$ cat src/rtl/div_pkg.sv
// Shared state encoding, default width and sizing helper for the sequential divider.
package div_pkg;

  localparam int unsigned DIV_WIDTH_DEF = 32;

  typedef enum logic [1:0] {
    ST_IDLE = 2'd0,
    ST_CALC = 2'd1,
    ST_DONE = 2'd2
  } div_state_t;

  // Smallest n with 2**n >= value; sizes the iteration counter.
  function automatic int unsigned clog2(input int unsigned value);
    int unsigned res;
    res = 0;
    for (int unsigned i = 0; i < 32; i++) begin
      if ((64'd1 << i) < 64'(value)) res = i + 1;
    end
    return res;
  endfunction

endpackage

$ cat src/rtl/div_step.sv
// One restoring-division iteration: shift a dividend bit into the partial remainder,
// trial-subtract the divisor and keep the difference only when it does not go negative.
module div_step import div_pkg::*; #(
  parameter int unsigned WIDTH = DIV_WIDTH_DEF
) (
  input  logic [WIDTH-1:0] r,
  input  logic             din,
  input  logic [WIDTH-1:0] dvs,
  output logic [WIDTH-1:0] r_next_c,
  output logic             qbit_c
);

  // The incoming remainder is always below the divisor, so the shifted trial value
  // needs one extra bit and the restored result fits back into WIDTH bits.
  logic [WIDTH:0] shifted;

  always_comb begin
    shifted  = {r, din};
    qbit_c   = (shifted >= {1'b0, dvs});
    r_next_c = qbit_c ? WIDTH'(shifted - {1'b0, dvs}) : shifted[WIDTH-1:0];
  end

endmodule

$ cat src/rtl/divider.sv
// Sequential restoring divider: quo/rem of op1/op2 after exactly WIDTH cycles, en/val handshake.
// Define DIVIDER_SIGNED_EN for two's-complement signed division (truncating toward zero).
module divider import div_pkg::*; #(
  parameter int unsigned WIDTH = DIV_WIDTH_DEF
) (
  input  logic             clk,
  input  logic             reset,
  input  logic             en,
  input  logic [WIDTH-1:0] op1,
  input  logic [WIDTH-1:0] op2,
  output logic             ready,
  output logic [WIDTH-1:0] quo,
  output logic [WIDTH-1:0] rem,
  output logic             val,
  output logic             overflow
);

  localparam int unsigned      CNT_W    = (clog2(WIDTH) > 0) ? clog2(WIDTH) : 1;
  localparam logic [CNT_W-1:0] CNT_LAST = CNT_W'(WIDTH - 1);

  div_state_t       state;
  logic [CNT_W-1:0] cnt;
  logic [WIDTH-1:0] dvd;   // dividend bits leave at the top, quotient bits enter at the bottom
  logic [WIDTH-1:0] dvs;
  logic [WIDTH-1:0] prem;
  logic             ovf_q;

  logic             accept_c;
  logic [WIDTH-1:0] op1_mag_c;
  logic [WIDTH-1:0] op2_mag_c;
  logic             ovf_c;
  logic [WIDTH-1:0] step_r_c;
  logic             step_q_c;
  logic [WIDTH-1:0] q_fin_c;
  logic [WIDTH-1:0] quo_fix_c;
  logic [WIDTH-1:0] rem_fix_c;

  assign accept_c = en & ready;
  assign q_fin_c  = {dvd[WIDTH-2:0], step_q_c};

  div_step #(.WIDTH(WIDTH)) u_step (
    .r        (prem),
    .din      (dvd[WIDTH-1]),
    .dvs      (dvs),
    .r_next_c (step_r_c),
    .qbit_c   (step_q_c)
  );

`ifdef DIVIDER_SIGNED_EN
  localparam logic [WIDTH-1:0] MIN_INT = {1'b1, {(WIDTH-1){1'b0}}};

  logic neg_q;
  logic neg_r;
  logic dz_q;

  // Divide magnitudes; MIN_INT's magnitude is representable as an unsigned value.
  always_comb begin
    op1_mag_c = op1[WIDTH-1] ? -op1 : op1;
    op2_mag_c = op2[WIDTH-1] ? -op2 : op2;
    ovf_c     = (op2 == '0) || ((op1 == MIN_INT) && (op2 == '1));
  end

  always_ff @(posedge clk or posedge reset) begin
    if (reset) begin
      neg_q <= 1'b0;
      neg_r <= 1'b0;
      dz_q  <= 1'b0;
    end else if (accept_c) begin
      neg_q <= op1[WIDTH-1] ^ op2[WIDTH-1];
      neg_r <= op1[WIDTH-1];
      dz_q  <= (op2 == '0);
    end
  end

  // A zero divisor reports -1 regardless of signs; the remainder restores op1 exactly.
  always_comb begin
    quo_fix_c = dz_q ? '1 : (neg_q ? -q_fin_c : q_fin_c);
    rem_fix_c = neg_r ? -step_r_c : step_r_c;
  end
`else
  always_comb begin
    op1_mag_c = op1;
    op2_mag_c = op2;
    ovf_c     = (op2 == '0);
    quo_fix_c = q_fin_c;
    rem_fix_c = step_r_c;
  end
`endif

  always_ff @(posedge clk or posedge reset) begin
    if (reset) begin
      state    <= ST_IDLE;
      cnt      <= '0;
      dvd      <= '0;
      dvs      <= '0;
      prem     <= '0;
      ovf_q    <= 1'b0;
      quo      <= '0;
      rem      <= '0;
      val      <= 1'b0;
      overflow <= 1'b0;
      ready    <= 1'b1;
    end else begin
      val <= 1'b0;
      case (state)
        ST_IDLE, ST_DONE: begin
          if (accept_c) begin
            dvd   <= op1_mag_c;
            dvs   <= op2_mag_c;
            prem  <= '0;
            ovf_q <= ovf_c;
            cnt   <= CNT_LAST;
            ready <= 1'b0;
            state <= ST_CALC;
          end else begin
            ready <= 1'b1;
            state <= ST_IDLE;
          end
        end
        ST_CALC: begin
          prem <= step_r_c;
          dvd  <= q_fin_c;
          if (cnt == '0) begin
            quo      <= quo_fix_c;
            rem      <= rem_fix_c;
            overflow <= ovf_q;
            val      <= 1'b1;
            ready    <= 1'b1;
            state    <= ST_DONE;
          end else begin
            cnt <= cnt - CNT_W'(1);
          end
        end
        default: begin
          ready <= 1'b1;
          state <= ST_IDLE;
        end
      endcase
    end
  end

endmodule

$ cat config.mk
export PLATFORM = sky130hd
export DESIGN_NAME = divider
export DESIGN_NICKNAME = d
export VERILOG_FILES = /design/src/rtl/div_pkg.sv /design/src/rtl/div_step.sv /design/src/rtl/divider.sv
export SDC_FILE = /design/constraint.sdc
export NUM_CORES = 1
export LEC_CHECK = 0
export BUFFER_PORTS_ARGS = -buffer_cell sky130_fd_sc_hd__clkbuf_2
export CAP_MARGIN = 20
export CELL_PAD_IN_SITES_DETAIL_PLACEMENT = 0
export CELL_PAD_IN_SITES_GLOBAL_PLACEMENT = 1
export CORE_UTILIZATION = 45
export CTS_BUF_LIST = sky130_fd_sc_hd__clkbuf_8
export DETAILED_ROUTE_END_ITERATION = 8
export GPL_TIMING_DRIVEN = 0
export HOLD_SLACK_MARGIN = 0.03
export MAX_ROUTING_LAYER = met4
export PLACE_DENSITY_LB_ADDON = 0.1
export SLEW_MARGIN = 10
export SYNTH_ARGS = -nofsm -noshare
export SYNTH_HDL_FRONTEND = slang
export SYNTH_SLANG_ARGS = --single-unit
$ cat constraint.sdc
create_clock -name clk -period 7.17 [get_ports clk]
set_input_delay 1.7925 -clock clk [delete_from_list [all_inputs] [get_ports clk]]
set_output_delay 1.7925 -clock clk [all_outputs]
set_load 0.01 [all_outputs]
==> results.ini, run 1 <==
[status]
status=finished clean

[run]
maxCapViolations=0

[power_and_ir_drop]
total_leakage_power_nw=4.80
pwr_density_cell_nw_per_um2=550
max-vdd-ir-drop_v=0.000203

[timing]
hold_violations=0
finalCriticalPeriod_ns=3.32
rsz0062_at_grt=no
fmax_mhz=301
tightest_slew_ns=0.743
maxSlewViolCount=0
finalSetupTns_ns=0
max-slew-margin-rel_pct=50.5
finalCritPeriodShare_pct=46.3
finalClockSkew_ns=0.0217
setup_violations=0
whs_ns=0.483

[clock_network]
cts_root_buffer=clkbuf_8
cts_tree=built
cts.sinks=171
hold_buffers=0
cts-resized-gates=0
numCtsBuffers=17
cts_setup_buffers=0
clk_pin_slew_ns=0.11
h-tree-depth=4
clockBufferDepth=2
clk_latency_ns=0.48

[critical_path]
start_kind=input port
critPathArrivalTime_ns=3.71
critPathLaunch=en
cp_cell_sequence=clkbuf_2 -> nand2_1 -> nor2_1 -> clkbuf_1 -> clkbuf_1 -> nand2_1 -> o21ai_0
critical-path-max-stage-delay_ns=0.63
rr_worst_depth=12
cp_slowest_cell=clkbuf_1
required_ns=7.56
reg2reg_from=dvd[31]
end_kind=flip-flop
cp_max_fo=10
worstSetupPathType=in2reg

[finish]
design_area_um2=10300
fillers=1853
nNetsFinal=1263
num_antenna_cells=0
syn2layout_area_growth_pct=16.4
utilization_pct=54.1
drive_gt1_share_pct=16.8
fin_cells=1434

[place]
place_area_um2=9840
place_congestion=0.889
dpl.hpwl_um=18900
place_inst=1402
io_buffers=133

[floorplanning]
num_rows=50
die_area_um2=20100
ios=134
die_x_um=142
die_h_um=142
fp.coreArea_um2=19000
initial_core_util_pct=46.5

[routing]
firstDrtPassIters=5
viasPerCell=5.38
postRouteAntennaNets=0
wire_per_inst_um=17.6
wl_um=25200
drt_first_iter_violations=407
route.detailed.drc=0
vias=7708

[synth]
avgSynthCellArea_um2=8.74
yosys.area.top_type_share_pct=48.3
ys_warn_count=0
syn_area_um2=8810
ys_seq_area_share_pct=48.6
ys.flop_type=dfrtp_1
syn_nets=1110
synth_edf_count=0
synth_cells=1008
yosysUniqueCellTypes=61
yosys.area.top_type=dfrtp_1
synthArstFlopShare_pct=100
synth.ff_latch_count=171
synth_area_leaders=dfrtp_1, nand2_1, o21ai_0

[min_path]
hold_class=reg2reg
whs_path_depth=2
worstHoldStart=quo[5]

[global_route]
grt.overflow.total=0
grt_max_degree=104
grt_pass1_vias=7395
antenna_found_initial=0
grt_pass1_wl_um=40600
grt_usage_pct=27.3

-- worst max-delay path, delay by kind of cell --
kind                   cells  cell delay, ns
buffers and inverters      3            1.29
and+or+nand+nor            3            0.48
AOI/OAI and AO/OA          1            0.11
-- synth_stat cells, types with 2 or more instances --
cell type,number
a2111oi_4,2
a211oi_1,3
a21o_1,12
a21oi_1,58
a22oi_1,4
a31o_2,2
a31oi_1,12
and3_1,4
and4_1,2
buf_1,3
buf_2,9
buf_4,4
clkbuf_1,39
dfrtp_1,170
ha_1,34
inv_1,45
mux2_2,2
mux2i_1,9
nand2_1,204
nand2b_1,8
nand3_1,31
nand4_1,8
nand4b_1,2
nor2_1,104
nor2b_1,4
nor3_1,6
nor4_1,12
o2111ai_1,2
o211ai_1,6
o21a_1,3
o21ai_0,94
o21ai_1,9
o21bai_1,6
o22ai_1,30
o31ai_1,5
o41ai_1,2
or2_2,2
or3_1,3
xnor2_1,20
xor2_1,12
-- layer usage --
layer	global-route usage (%)	share of wire, %	up-vias
met1	39.2	49	3711
li1	-	-	3789
met4	7.70	1.7	0
met2	40.8	45	184
met5	-	0	-
met3	3.16	3.9	24
-- power by group --
part,switching [mW],internal [mW],total [mW]
combinational,2.08,1.25,3.33
sequential,0.244,1.34,1.58
clock,0.419,0.306,0.725
total,2.75,2.90,5.64
-- through the flow --
stage / setup slack [ns] / power [mW]
6_report: 3.85 / 5.64
5_1_grt: 3.73 / 6.11
4_1_cts: 3.76 / 5.63
3_5_place_dp: 3.25 / 4.89
3_3_place_gp: -1.30 / 4.87
2_1_floorplan: 0.747 / 3.97
-- registers in the layout, indices dropped and copies added, names as in the netlist, 2 cells and up --
register,count
cnt,5
quo,32
dvd,32
dvs,32
state,2
rem,32
prem,32
-- area by class of cell --
cell class | instances | area (um2) | share of cell area [%]
multi-input cells | 736 | 4130 | 40.2
flip-flops and latches | 171 | 4280 | 41.7
well taps | 260 | 325 | 3.17
plain buffers | 56 | 238 | 2.32
clock buffers | 18 | 248 | 2.41
inverters | 45 | 176 | 1.72
repair buffers | 134 | 693 | 6.76
clock inverters | 14 | 173 | 1.68
-- cells in the final DEF (no fill, tap or decap), types with 5 or more instances in the layout --
master    count
o21ai_1       9
o22ai_1      30
nor4_1       12
a21oi_1      58
xnor2_1      20
o21ai_0      94
dfrtp_1     170
clkbuf_1     39
clkbuf_8     18
inv_1        44
buf_2         9
nand4_1       8
a21o_1       12
nor2_1      104
o211ai_1      6
xor2_1       12
clkbuf_2    134
o21bai_1      6
nor3_1        6
nand2b_1      8
ha_1         34
inv_8         7
a31oi_1      12
nand3_1      31
mux2i_1       9
o31ai_1       5
nand2_1     204
-- final timing paths --
path | end | slack [ns]
max in group asynchronous | rem[2] | 4.93
hold reg to reg | quo[5] | 0.48
setup / recovery | dvs[3] | 3.85
min in group asynchronous | quo[8] | 1.34
setup reg to reg | prem[26] | 3.98
hold / removal | quo[5] | 0.48
-- cell families (layout without fill, tap and decap cells) --
kind of cell               count (synthesis)  count (layout)  synth area share, %
AOI/OAI and AO/OA                        261             261                 18.1
xor gates and xnor gates                  32              32                 3.18
buffers and inverters                    101             267                 4.61
DFF                                      171             171                 48.6
adders and majority gates                 35              35                 5.05
and+or+nand+nor                          397             397                 19.2
muxes                                     11              11                 1.28
(Power assumes the default switching activity.)
==> inputs of run 2 (changes only) <==
Settings changed: ABC_AREA from default to 1, CORE_UTILIZATION 45 to 39.
Clock period 7.17 ns to 2.7 ns, I/O delays scaled along.
==> run 2 against run 1 <==
Sequential power grew to 2.8 times the previous value. Wire length is 20% higher. Synthesized cell count is 34% higher. Global-route usage is 1.9 points lower. Clock skew is 0.0014 ns lower. Clock-buffer cell count is 1 lower. Critical path depth is 8 higher. First-iteration DRC count is 20% higher. Sequential share of layout area is 3.6 points lower. Cell area is 9.5% higher.
==> results.ini, run 2 <==
[power_and_ir_drop]
internal_power_mw=8.11  ; +180%
pwr-share-seq_pct=26.1  ; -2.0 points
power_frac_clock_pct=11.1  ; -1.7 points
max-vdd-ir-drop_v=0.000480  ; +140%
total_leakage_power_nw=6.45  ; +34%
p_switching_mw=8.99  ; +230%
pwr_density_cell_nw_per_um2=1520  ; +180%
netSwitchingFraction_pct=52.6  ; +3.9 points
comb_power_share_pct=62.8  ; +3.7 points

[synth]
synth_cells=1350  ; +34%
synthArstFlopShare_pct=100  ; unchanged
synth.area.mux_share_pct=0  ; -1.3 points
ys.flop_type=dfrtp_1
yosys.area_share.simple_pct=29.4  ; +10 points
yosys.area.top_type=dfrtp_1
synth_top_family_by_area=simple AND/OR/NAND/NOR gates
synth_area_leaders=dfrtp_1, nand2_1, inv_1
synth_commonest_cells=nand2_1, inv_1, dfrtp_1
synthAdderAreaFrac_pct=4.64  ; -0.42 points
synth.most_common_cell=nand2_1
synth_edf_count=0  ; unchanged
yosys.area.top_type_share_pct=44.3  ; -4.0 points
syn_area_um2=9610  ; +9.0%
yosysUniqueCellTypes=35  ; -43%
ys_warn_count=0  ; unchanged
ys_seq_area_share_pct=44.6  ; -4.0 points
synth-xor-area-share_pct=1.28  ; -1.9 points
avgSynthCellArea_um2=7.12  ; -19%
synth-compound-area-share_pct=8.75  ; -9.4 points
syn_nets=1452  ; +31%
synth.ff_latch_count=171  ; unchanged

[global_route]
grt_max_degree=36  ; -65%
met2_usage_pct=40.6  ; -0.20 points
grt_pass1_vias=8786  ; +19%
grt.met1_usage_pct=32.2  ; -6.9 points
antenna_found_initial=1  ; +1
met3_usage_pct=6.46  ; +3.3 points
grt_pass1_wl_um=47700  ; +17%
grt.overflow.total=0  ; unchanged
grt_usage_pct=25.4  ; -1.9 points
top_usage_layer=met2

[finish]
nNetsFinal=1610  ; +27%
layout_common_cells=nand2_1, inv_1, dfrtp_1
fin_cells=1847  ; +29%
regArea_um2=4280  ; unchanged
utilization_pct=46.3  ; -7.8 points
fillers=2582  ; +39%
multiInputGateArea_um2=4260  ; +3.3%
layout_commonest_cell=nand2_1
drive_gt1_share_pct=13.7  ; -3.1 points
syn2layout_area_growth_pct=17.0

[timing]
maxSlewViolCount=0  ; unchanged
tightest_slew_ns=0.966  ; +0.223 ns
setup_violations=0  ; unchanged
finalCritPeriodShare_pct=92.5
hold_violations=0  ; unchanged
finalCriticalPeriod_ns=2.50
fmax_mhz=400
finalClockSkew_ns=0.0203  ; -0.00142 ns
fin_ws_ns=0.202  ; -3.65 ns
max-slew-margin-rel_pct=35.0  ; -15 points
rsz0062_at_grt=no

[min_path]
hold_class=in2async

[critical_path]
start_kind=flip-flop
worstSetupPathType=reg2reg
critPathArrivalTime_ns=2.87  ; -0.84 ns
end_kind=flip-flop
cp_max_fo=10  ; unchanged
required_ns=3.07  ; -4.49 ns

[clock_network]
numCtsBuffers=17  ; unchanged
clockBufferDepth=2  ; unchanged
clk_pin_slew_ns=0.11  ; about the same
h-tree-depth=4  ; unchanged
cts_root_buffer=clkbuf_8
cts.sinks=171  ; unchanged
cts_tree=built
clk_latency_ns=0.48  ; about the same

[place]
dpl.hpwl_um=23600  ; +25%
place_inst=1812  ; +29%
io_buffers=133  ; unchanged
place_worst_setup_slack_ns=-0.0567  ; -3.31 ns
place_congestion=0.934  ; +5.1%

[floorplanning]
fp.coreArea_um2=24200  ; +28%
die_area_um2=25300  ; +25%
initial_core_util_pct=39.6  ; -6.9 points
die_x_um=159  ; +12%
die_h_um=159  ; +12%
ios=134  ; unchanged
num_rows=57  ; +14%

[routing]
postRouteAntennaNets=0  ; unchanged
firstDrtPassIters=5  ; unchanged
viasPerCell=4.78  ; -11%
vias=8825  ; +14%
wire_per_inst_um=16.4  ; -6.7%
drt_first_iter_violations=490  ; +20%
wl_um=30300  ; +20%
route.detailed.drc=0  ; unchanged

[status]
status=finished clean

[run]
maxCapViolations=0  ; unchanged

## run 2: changes by cell type in the layout (fill, tap and decap cells not counted), moves of 12 or more
cell	previous run	this run
a21o_1	12	0
nand2_1	204	517
nand3_1	31	81
o21ai_0	94	73
inv_1	44	236
nor2_1	104	38
## run 2: logic make-up after synthesis
kind of cell | Yosys count
XOR/XNOR | 14
adder cells (fa/ha/maj) | 35
AO/OA/AOI/OAI | 158
buffers and inverters | 281
AND/OR/NAND/NOR | 691
flip-flops | 171
## run 2: final timing paths
path,endpoint,depth (start not counted),from,slack [ns]
worst max-delay path,rem[18],15,prem[15],0.20
worst max register to register,rem[18],15,prem[15],0.20
worst min register to register,rem[4],2,rem[4],0.49
worst min-delay path,prem[12],2,reset,0.21
max in group asynchronous,rem[24],5,reset,1.44
min in group clk,dvs[23],3,op2[23],0.42
## run 2: per-layer routing
| layer | up-vias | part of all wire (%) |
|---|---|---|
| met5 | - | 0 |
| met4 | 0 | 1.3 |
| met3 | 26 | 6.1 |
| met2 | 177 | 46 |
| met1 | 4120 | 46 |
| li1 | 4502 | - |
## run 2: power groups by stage
| stage | combinational (mW) | clock [mW] | sequential, mW |
|---|---|---|---|
| after floorplan | 7.36 | 0 | 4.52 |
| after global placement | 10.5 | 0 | 4.48 |
| after detailed placement | 10.6 | 0 | 4.50 |
| after CTS | 10.6 | 1.95 | 4.46 |
| after global routing | 12.2 | 2.05 | 4.61 |
| final | 10.7 | 1.90 | 4.46 |
## run 2: through the flow
step / setup TNS [ns] / instance area, um2 / total power [mW] / hold slack (ns)
2_1_floorplan: -26.67 / 9610 / 11.9 / 0.451
3_3_place_gp: -236.32 / 10700 / 15.0 / 0.463
3_5_place_dp: -0.458 / 10800 / 15.1 / 0.466
4_1_cts: -0.0130 / 11200 / 17.0 / 0.207
5_1_grt: 0 / 11200 / 18.9 / 0.235
6_report: 0 / 11200 / 17.1 / 0.214
## run 2: final cells by class
| type | count | share of cell area (%) |
|---|---|---|
| Multi-Input combinational cell | 898 | 37.9 |
| Inverter | 240 | 8.07 |
| Tap cell | 324 | 3.61 |
| Buffer | 41 | 1.75 |
| Clock buffer | 17 | 2.08 |
| Timing Repair Buffer | 139 | 6.88 |
| Clock inverter | 15 | 1.55 |
| Sequential cell | 171 | 38.1 |
| Antenna cell | 2 | 0.0445 |
## run 2: repair_timing
action / CTS / global route
gates resized for setup: 1 / 12
pin swaps: 0 / 1
cloned: 0 / 0
setup endpoints to repair: 2 / 36
hold buffers: 0 / 0
setup buffers: 0 / 1
## run 2: worst max-delay path, cell delays in order, from the launching register on
cell     delay [ns]
dfrtp_1        0.46
ha_1           0.44
nand2_2        0.14
nor2_2         0.14
nand2_1        0.09
nor2_2         0.17
nand2_1        0.10
nand2_1        0.09
nor2_2         0.05
nand2_4        0.13
inv_4          0.07
buf_6          0.16
nand2_1        0.07
nand2_1        0.13
nand2_1        0.09
nand2_1        0.07
==> inputs of run 3 (changes only) <==
Settings changed: CORE_UTILIZATION 39 to 46.
Clock period 2.7 ns to 2.9 ns, I/O delays scaled along.
==> run 3 against run 2 <==
Critical path depth unchanged. Hold slack got worse by 0.060 ns. Power decreased by 7.7%. Wire length decreased by 3.6%.
==> results.ini, run 3 (synthesis gave the netlist of run 2 again) <==
[global_route]
grt_usage_pct=29.6  ; +4.2 points
grt.overflow.total=0  ; unchanged
grt_pass1_wl_um=46900  ; -1.7%
antenna_found_initial=0  ; -1
grt_pass1_vias=8725  ; -0.69%
grt_max_degree=38  ; +5.6%

[timing]
finalCritPeriodShare_pct=92.5  ; about the same
finalClockSkew_ns=0.0185  ; -0.00181 ns
finalCriticalPeriod_ns=2.68  ; +0.185 ns
max-slew-margin-rel_pct=30.0  ; -5.0 points
hold_violations=0  ; unchanged
fmax_mhz=373  ; -6.9%
tightest_slew_ns=1.04  ; +0.0750 ns
finalSetupTns_ns=0  ; unchanged
setup_violations=0  ; unchanged
maxSlewViolCount=0  ; unchanged
rsz0062_at_grt=no
whs_ns=0.154  ; -0.0597 ns

[clock_network]
cts.sinks=171  ; unchanged
clk_pin_slew_ns=0.12  ; about the same
clk_latency_ns=0.47  ; about the same
cts_tree=built
numCtsBuffers=17  ; unchanged
h-tree-depth=4  ; unchanged
cts-resized-gates=0  ; -1
cts_setup_buffers=0  ; unchanged
clockBufferDepth=2  ; unchanged
cts_root_buffer=clkbuf_8
hold_buffers=0  ; unchanged

[routing]
drt_first_iter_violations=506  ; +3.3%
viasPerCell=4.92  ; +2.9%
wire_per_inst_um=16.3  ; -0.53%
wl_um=29200  ; -3.6%
postRouteAntennaNets=0  ; unchanged
route.detailed.drc=0  ; unchanged
firstDrtPassIters=5  ; unchanged
vias=8800  ; -0.28%

[finish]
layout_common_cells=nand2_1, inv_1, dfrtp_1
nNetsFinal=1609  ; -0.062%
multiInputGateArea_um2=4230  ; -0.73%
fillers=2091  ; -19%
design_area_um2=11100  ; -0.96%
drive_gt1_share_pct=12.8  ; -0.85 points
syn2layout_area_growth_pct=15.8
layout_commonest_cell=nand2_1
utilization_pct=54.7  ; +8.3 points
regArea_um2=4280  ; unchanged
num_antenna_cells=0  ; -2

[critical_path]
cp_common_cell=nand2_1
start_kind=flip-flop
reg2reg_from=dvd[31]
cp_max_fo=4  ; -6
cp_cell_sequence=inv_1 -> ha_1 -> inv_1 -> fa_1 -> nand3_1 -> nand3_1 -> a21oi_1 -> inv_1 -> nand2_1 -> nand3_1 -> nand2_1 -> nand3_1 -> nand2_1 -> nand2_1 -> nand2_1
critPathArrivalTime_ns=3.09  ; +0.22 ns
worstSetupPathType=reg2reg
end_kind=flip-flop
rr_worst_depth=15  ; unchanged
regToRegEndpoint=prem[24]
reg2reg_setup_slack_ns=0.22  ; about the same
critical-path-max-stage-delay_ns=0.48  ; +0.02 ns
required_ns=3.30  ; +0.23 ns
cp_slowest_cell=fa_1

[floorplanning]
initial_core_util_pct=47.2  ; +7.6 points
die_x_um=147  ; -7.8%
num_rows=52  ; -8.8%
ios=134  ; unchanged
die_area_um2=21500  ; -15%
fp.coreArea_um2=20400  ; -16%
die_h_um=147  ; -7.8%

[min_path]
hold_class=in2async

[power_and_ir_drop]
pwr_density_cell_nw_per_um2=1420  ; -6.9%
max-vdd-ir-drop_v=0.000466  ; -2.8%
total_leakage_power_nw=6.45  ; -0.11%

[place]
dpl.hpwl_um=22900  ; -2.9%
place_congestion=0.914  ; -2.1%
place_area_um2=10700  ; -0.63%
io_buffers=133  ; unchanged

[run]
maxCapViolations=0  ; unchanged

[status]
status=finished clean

[run 3: power breakdown]
group	leakage (nW)	switching [mW]	internal [mW]
combinational	4.12	6.51	3.33
sequential	2.12	0.671	3.51
clock	0.206	1.10	0.664
[run 3: cell type report]
type                            count  area share, %
Sequential cell                   171           38.5
Inverter                          240           8.13
Buffer                             41           1.77
Timing Repair Buffer              138           6.88
Clock inverter                     15           1.62
Tap cell                          270           3.04
Multi-Input combinational cell    898           38.0
Clock buffer                       17           2.10
[run 3: worst max-delay path, delay by kind of cell, from the launching register on]
family	cells	cell delay, ns
DFF	1	0.38
adders and majority gates	2	0.64
buffers and inverters	3	0.29
and+or+nand+nor	9	0.86
AOI/OAI and AO/OA	1	0.44
[run 3: per-stage QoR]
stage / setup WS (ns) / instances / total power, mW
final: 0.217 / 1790 / 15.8
after global routing: 0.0166 / 1790 / 17.4
after CTS: 0.228 / 1790 / 15.8
after detailed placement: 0.167 / 1758 / 14.0
after global placement: -1.13 / 1753 / 13.9
after floorplan: -0.00689 / 1350 / 11.1
[run 3: worst max path at each step]
stage | start | endpoint | slack (ns) | cells past startpoint
floorplan | reset | cnt[0] | -0.007 | 1
global placement | reset | rem[19] | -1.13 | 2
detailed placement | en | prem[15] | 0.17 | 7
CTS | dvd[31] | rem[30] | 0.23 | 16
global route | dvd[31] | prem[24] | 0.02 | 15
finish | dvd[31] | prem[24] | 0.22 | 15
[run 3: metal layers]
layer	GRT usage (%)	up-vias	wire [um]
met5	-	-	0
met4	7.55	0	518
met3	5.69	24	1530
met2	46.3	182	13500
met1	39.4	4088	13700
li1	-	4506	-
